**src/rtl/seq_alu_exec.sv**
```systemverilog
// -----------------------------------------------------------------------------
// seq_alu_exec
//
// Execution unit fed by the ALU control decoder. Handles logic, add/sub,
// branch compares, jump-link and an iterative left shift (one bit per cycle).
// Valid/ready handshake on both issue and result sides; at most one op in
// flight, so peak throughput is one op every two cycles.
//
// Ports:
//   clk        rising-edge clock
//   reset      synchronous, active-high reset
//   in_valid   issue request valid
//   in_ready   unit idle and able to accept an issue
//   Operation  4-bit op code from ALU control
//   A, B       operands (A = rs1 or PC, B = rs2 or immediate)
//   out_valid  result valid (held until out_ready)
//   out_ready  consumer accepts result
//   Result     registered result
//   Zero       Result == 0, qualified by out_valid
//   Branch     branch/jump taken
//   Illegal    unrecognised op code was accepted
//   busy       an op is in flight
// -----------------------------------------------------------------------------
module seq_alu_exec #(
  parameter int WIDTH = 64,
  parameter int SHW   = 6
) (
  input  logic             clk,
  input  logic             reset,
  input  logic             in_valid,
  output logic             in_ready,
  input  logic [3:0]       Operation,
  input  logic [WIDTH-1:0] A,
  input  logic [WIDTH-1:0] B,
  output logic             out_valid,
  input  logic             out_ready,
  output logic [WIDTH-1:0] Result,
  output logic             Zero,
  output logic             Branch,
  output logic             Illegal,
  output logic             busy
);

  // FSM encoding
  localparam logic [1:0] IDLE  = 2'd0;
  localparam logic [1:0] SHIFT = 2'd1;
  localparam logic [1:0] DONE  = 2'd2;

  // Op codes
  localparam logic [3:0] OP_AND = 4'b0000;
  localparam logic [3:0] OP_OR  = 4'b0001;
  localparam logic [3:0] OP_ADD = 4'b0010;
  localparam logic [3:0] OP_SLL = 4'b0011;
  localparam logic [3:0] OP_BEQ = 4'b0101;
  localparam logic [3:0] OP_SUB = 4'b0110;
  localparam logic [3:0] OP_BLT = 4'b1000;
  localparam logic [3:0] OP_BGE = 4'b1010;
  localparam logic [3:0] OP_JAL = 4'b1110;

  logic [1:0]       r_state;
  logic [WIDTH-1:0] r_result;
  logic [SHW-1:0]   r_cnt;
  logic             r_branch;
  logic             r_illegal;

  logic [WIDTH-1:0] w_diff;
  logic             w_lt;
  logic [WIDTH-1:0] w_res;
  logic             w_branch;
  logic             w_illegal;
  logic             w_is_sll;
  logic [SHW-1:0]   w_shamt;
  logic             w_accept;

  assign w_diff   = A - B;
  assign w_lt     = $signed(A) < $signed(B);
  assign w_shamt  = B[SHW-1:0];
  assign w_accept = in_valid && (r_state == IDLE);

  // Single-cycle decode of the issue-side operands. For SLL the operand is
  // only loaded here; the shifting itself happens in the SHIFT state.
  always_comb begin
    // NOTE: every output of this block gets a default first so that no path
    // through the case leaves it unassigned, which would infer a latch.
    w_res     = '0;
    w_branch  = 1'b0;
    w_illegal = 1'b0;
    w_is_sll  = 1'b0;
    case (Operation)
      OP_AND: w_res = A & B;
      OP_OR:  w_res = A | B;
      OP_ADD: w_res = A + B;
      OP_SUB: w_res = w_diff;
      OP_SLL: begin
        w_res    = A;
        w_is_sll = 1'b1;
      end
      OP_BEQ: begin
        w_res    = w_diff;
        w_branch = (A == B);
      end
      OP_BLT: begin
        w_res    = w_diff;
        w_branch = w_lt;
      end
      OP_BGE: begin
        w_res    = w_diff;
        w_branch = !w_lt;
      end
      OP_JAL: begin
        w_res    = A + WIDTH'(4);
        w_branch = 1'b1;
      end
      default: w_illegal = 1'b1;
    endcase
  end

  // NOTE: all state below is updated with non-blocking assignments so every
  // register samples the pre-edge values, independent of statement order.
  always_ff @(posedge clk) begin
    if (reset) begin
      r_state   <= IDLE;
      r_result  <= '0;
      r_cnt     <= '0;
      r_branch  <= 1'b0;
      r_illegal <= 1'b0;
    end else begin
      case (r_state)
        IDLE: begin
          if (w_accept) begin
            r_result  <= w_res;
            r_branch  <= w_branch;
            r_illegal <= w_illegal;
            if (w_is_sll) begin
              r_cnt   <= w_shamt;
              r_state <= (w_shamt == '0) ? DONE : SHIFT;
            end else begin
              r_state <= DONE;
            end
          end
        end
        SHIFT: begin
          r_result <= r_result << 1;
          r_cnt    <= r_cnt - SHW'(1);
          // Last shift happens on the edge where the count reads 1.
          if (r_cnt == SHW'(1)) r_state <= DONE;
        end
        DONE: begin
          if (out_ready) r_state <= IDLE;
        end
        default: r_state <= IDLE;
      endcase
    end
  end

  assign in_ready  = (r_state == IDLE);
  assign busy      = (r_state != IDLE);
  assign out_valid = (r_state == DONE);
  assign Result    = r_result;
  assign Branch    = r_branch;
  assign Illegal   = r_illegal;
  // Qualified by out_valid so Zero reads 0 out of reset and while shifting.
  assign Zero      = out_valid && (r_result == '0);

endmodule

```
**config.mk**
```make
export PLATFORM = sky130hd
export DESIGN_NAME = seq_alu_exec
export DESIGN_NICKNAME = d
export VERILOG_FILES = /design/src/rtl/seq_alu_exec.sv
export SDC_FILE = /design/constraint.sdc
export NUM_CORES = 1
export LEC_CHECK = 0
export ABC_AREA = 1
export BUFFER_PORTS_ARGS = -buffer_cell sky130_fd_sc_hd__buf_2
export CORE_MARGIN = 2
export CORE_UTILIZATION = 53
export CTS_BUF_LIST = sky130_fd_sc_hd__clkbuf_8
export CTS_CLUSTER_DIAMETER = 100
export DETAILED_ROUTE_END_ITERATION = 8
export PLACE_DENSITY_LB_ADDON = 0.25
export SLEW_MARGIN = 20
export SYNTH_ARGS = -nofsm -noshare
export SYNTH_HDL_FRONTEND = slang
export SYNTH_SLANG_ARGS = --single-unit
```
**constraint.sdc**
```tcl
create_clock -name clk -period 1.95 [get_ports clk]
set_input_delay 0.195 -clock clk [delete_from_list [all_inputs] [get_ports clk]]
set_output_delay 0.195 -clock clk [all_outputs]
set_load 0.02 [all_outputs]
```
==> results of run 1 <==
[metal layers]
metal / track usage [%] / overflow
met1: 94.4 / 241
met2: 130 / 2351
met3: 86.8 / 238
met4: 111 / 579
met5: 68.6 / 17
[kinds of logic after synthesis]
group           after synthesis  share of synthesized area (%)
compound gates              758                           21.1
xor+xnor                      4                          0.179
fa+ha+maj                   213                           13.7
buf+inv                     747                           15.2
flops                        74                           7.57
simple gates               1906                           42.3
[what timing repair did]
| item | CTS |
|---|---|
| endpoints found under the hold margin | 0 |
| gates resized for setup | 511 |
| pin swaps | 115 |
| setup buffers | 32 |
| setup endpoints to repair | 57 |
[per-stage QoR]
stage	hold slack [ns]	worst slack [ns]	util, %	cells
after CTS	0.102	-0.0340	81.0	5153
after detailed placement	0.474	-0.706	74.7	5105
after global placement	0.456	-0.694	74.7	5105
after floorplan	0.264	-0.00790	-	3702
==> flow_metrics.tcl, run 1 <==
set metrics [dict create \
    synth_edf_count 0 \
    clockBufferDepth 2 \
    grt-ovfl-total 3426 \
    synthArstFlopShare_pct 0 \
    dpl_cell_area_um2 27300 \
    grt_max_degree 69 \
    netlist_area_um2 19600 \
    synth.most_common_cell "nand2_1" \
    ys_ff_latch 74 \
    synth_common_cells "970 x nand2_1, 613 x inv_1, 351 x nor2_1" \
    yosys_warnings 0 \
    synth_cell_types 56 \
    endpoint_type "primary output" \
    avgSynthCellArea_um2 5.29 \
    initial_utilization_pct 53.6 \
    grt-worst-endpoint "Zero" \
    die_y_um 196 \
    synth.largest_area_cell "nand2_1" \
    die-width_um 196 \
    ys.flop_type "dfxtp_1" \
    cts_root_buf "clkbuf_8" \
    synth_top_area_share_pct 18.6 \
    cts_hold_buf 0 \
    seq_area_frac_synth_pct 7.57 \
    syn_nets 4051 \
    status "did not finish" \
    boundaryPins 206 \
    hpwlAfterDp_mm 91.7 \
    firstError "[ERROR GRT-0232] Routing congestion too high. Check the congestion heatmap in the GUI." \
    postSynthCellCount 3702 \
    numCtsBuffers 9 \
    routabilityCongestion 1.18 \
    h-tree-depth 3 \
    port_buffers 205 \
    numClockSinks 74 \
    track_usage_pct 104 \
    lastStage "global routing (5_1_grt)" \
    synth.area.top_cells "nand2_1 19%, ha_1 13%, inv_1 12%, nand3_1 8.3%, o21ai_0 8.0%" \
    fp-row-count 70 \
]
==> run 2, diff against run 1 <==
- CORE_UTILIZATION: 53 -> 38
- CTS_BUF_LIST: sky130_fd_sc_hd__clkbuf_8 -> unset
- CTS_CLUSTER_DIAMETER: 100 -> unset
- PLACE_DENSITY_LB_ADDON: 0.25 -> 0.15
- clock period: 1.95 -> 2.5 ns (I/O delays scaled with it)
==> flow_metrics.tcl, run 2 <==
set metrics [dict create \
    synth.area.top_cells "nand2_1 19%, ha_1 13%, inv_1 12%, nand3_1 8.3%, o21ai_0 8.0%" \
    h-tree-depth 3 \
    layout_commonest_cell "nand2_1" \
    routabilityCongestion 1.08 \
    critPathLaunchType "input port" \
    avgSynthCellArea_um2 5.29 \
    arrival_ns 2.67 \
    synthSimpleGateAreaFrac_pct 42.3 \
    largest_reg_flops 64 \
    numClockSinks 74 \
    viasPerCell 5.49 \
    synth_common_cells "970 x nand2_1, 613 x inv_1, 351 x nor2_1" \
    synth_edf_count 0 \
    fin_total_pwr_uw 10800 \
    wl_per_cell_um 21.4 \
    cts_root_buf "clkbuf_16" \
    cts_tree "built" \
    min_period_over_period_pct 96.9 \
    die_y_um 231 \
    power_density_nw_per_um2 397 \
    final_nets 4883 \
    initial_utilization_pct 38.3 \
    grt_pass1_wl_mm 158 \
    synth.most_common_cell "nand2_1" \
    drt-pass1-iter-count 7 \
    fp-row-count 83 \
    die-width_um 231 \
    netlist_area_um2 19600 \
    finalWirelength_mm 112 \
    port_buffers 205 \
    core_area_um2 51100 \
    n_fill_cell 5637 \
    seq_area_frac_synth_pct 7.57 \
    total_leakage_power_uw 0.0144 \
    vias 28600 \
    rr_worst_depth 7 \
    slew_violations 0 \
    antenna_cells 0 \
    hpwlAfterDp_mm 96.5 \
    synth_top_family_by_area "simple AND/OR/NAND/NOR gates" \
    grt-ovfl-total 0 \
    synth_top_area_share_pct 18.6 \
    worstReg2RegEnd "Result[7]" \
    max-cap-violations 0 \
    fin_skew_ns 0.00983 \
    ys.flop_type "dfxtp_1" \
    timing.reg2reg.setup_slack_ns 0.39 \
    synthMuxAreaShare_pct 0 \
    ys_ff_latch 74 \
    cts_hold_buf 0 \
    hold_class "in2reg" \
    final_cell_mix "959 x nand2_1, 721 x buf_4, 610 x inv_1, 339 x nor2_1, 314 x nand3_1" \
    vdd_drop_max_uv 397 \
    synth.largest_area_cell "nand2_1" \
    crit_start "A[45]" \
    worst_pin_slew_ns 0.735 \
    area_delta_synth_final_pct 39.0 \
    relSlewSlack_pct 50.4 \
    cp-endpoint "Result[56]" \
    yosys.area_share.xor_xnor_pct 0.179 \
    die-area_um2 53400 \
    whs_ns 0.213 \
    clk_latency_ns 0.36 \
    drive_gt1_share_pct 24.5 \
    crit_required_ns 2.75 \
    synth_cell_types 56 \
    rsz0062_at_grt "false" \
    ant_nets 0 \
    timing.fmax_mhz 413 \
    synthAdderAreaFrac_pct 13.7 \
    setup_viol 0 \
    dr.first_iter.drc_count 3643 \
    antenna_found_initial 4 \
    path_clk_slew_ns 0.07 \
    yosys_warnings 0 \
    postSynthCellCount 3702 \
    numCtsBuffers 9 \
    final_cell_area_um2 27200 \
    syn_nets 4051 \
    track_usage_pct 40.2 \
    cp_max_fo 4 \
    end_kind "flop" \
    dpl_cell_area_um2 26600 \
    status "finished, final reports clean" \
    synthArstFlopShare_pct 0 \
    clockBufferDepth 2 \
    setup_tns_ns 0 \
    grt_max_degree 65 \
    drc 0 \
    boundaryPins 206 \
    worstSetupPathType "in2reg" \
    regToRegStartpoint "r_state[1]" \
    hold_viol 0 \
    synth_compound_area_share_pct 21.1 \
    period_needed_ns 2.42 \
    grt_pass1_vias 25400 \
]
==> run 2: cell counts after synthesis <==
No cell type changed its count.
==> run 2: final cells by class <==
type / count / area [µm²] / area share, %
Clock buffer: 12 / 256 / 0.943
Tap cell: 680 / 851 / 3.13
Clock inverter: 4 / 97.6 / 0.359
Multi-Input combinational cell: 2881 / 15400 / 56.6
Inverter: 626 / 2350 / 8.64
Timing Repair Buffer: 942 / 6760 / 24.8
Sequential cell: 74 / 1480 / 5.45
==> run 2: metal layers <==
| layer | track usage (%) | vias to the layer above | routed length (µm) |
|---|---|---|---|
| met4 | 14.9 | 4 | 4610 |
| met3 | 9.42 | 196 | 14600 |
| met2 | 57.6 | 1610 | 44400 |
| met5 | 0 | - | 34 |
| li1 | - | 13700 | - |
| met1 | 57.6 | 13100 | 48200 |
==> run 2: repair_timing <==
action                     4_1_cts  5_1_grt
setup endpoints to repair        0       47
resized for setup                0       79
setup buffers                    0        2
==> run 2: how the worst min path moves through the flow <==
stage / from / end / slack [ns] / cells past startpoint
after floorplan: reset / Branch / 0.32 / 1
after global placement: r_cnt[5] / r_cnt[5] / 0.47 / 2
after detailed placement: r_cnt[2] / r_cnt[2] / 0.48 / 2
after CTS: reset / Branch / 0.20 / 2
after global routing: reset / Branch / 0.20 / 2
final: reset / Branch / 0.21 / 2
==> run 2: logic make-up after synthesis <==
kind of cell,after synthesis
xor gates and xnor gates,4
AOI/OAI and AO/OA,758
and+or+nand+nor,1906
adders and majority gates,213
buffers and inverters,747
DFF,74
==> run 2: through the flow <==
step	cells	util, %	setup WS, ns
after floorplan	3702	-	0.380
after global placement	5201	52.0	-0.301
after detailed placement	5201	52.0	-0.306
after CTS	5217	52.7	0.0444
after global routing	5219	53.2	0.000345
final	5219	53.2	0.0772
==> run 2: power breakdown <==
part	total (µW)	internal, µW	leakage [µW]	switching, µW
Combinational	7250	2700	0.0137	4550
Clock	1570	1030	0.000169	538
Sequential	1980	1550	0.000614	422
Total	10800	5280	0.0144	5510
==> run 2: worst max-delay path, cell delays in order <==
cell and delay, ns:
buf_2 0.11, inv_1 0.06, ha_1 0.35, buf_4 0.18, nor2_1 0.28, nand2_1 0.19
nor2_1 0.18, inv_1 0.08, buf_4 0.14, nor4_1 0.21, nand2_1 0.18, nand3_1 0.10
nand2_1 0.05, nand3_1 0.06, nand3b_1 0.12, nand2_1 0.08, a21oi_1 0.06
Power figures use the tool's default switching activity.
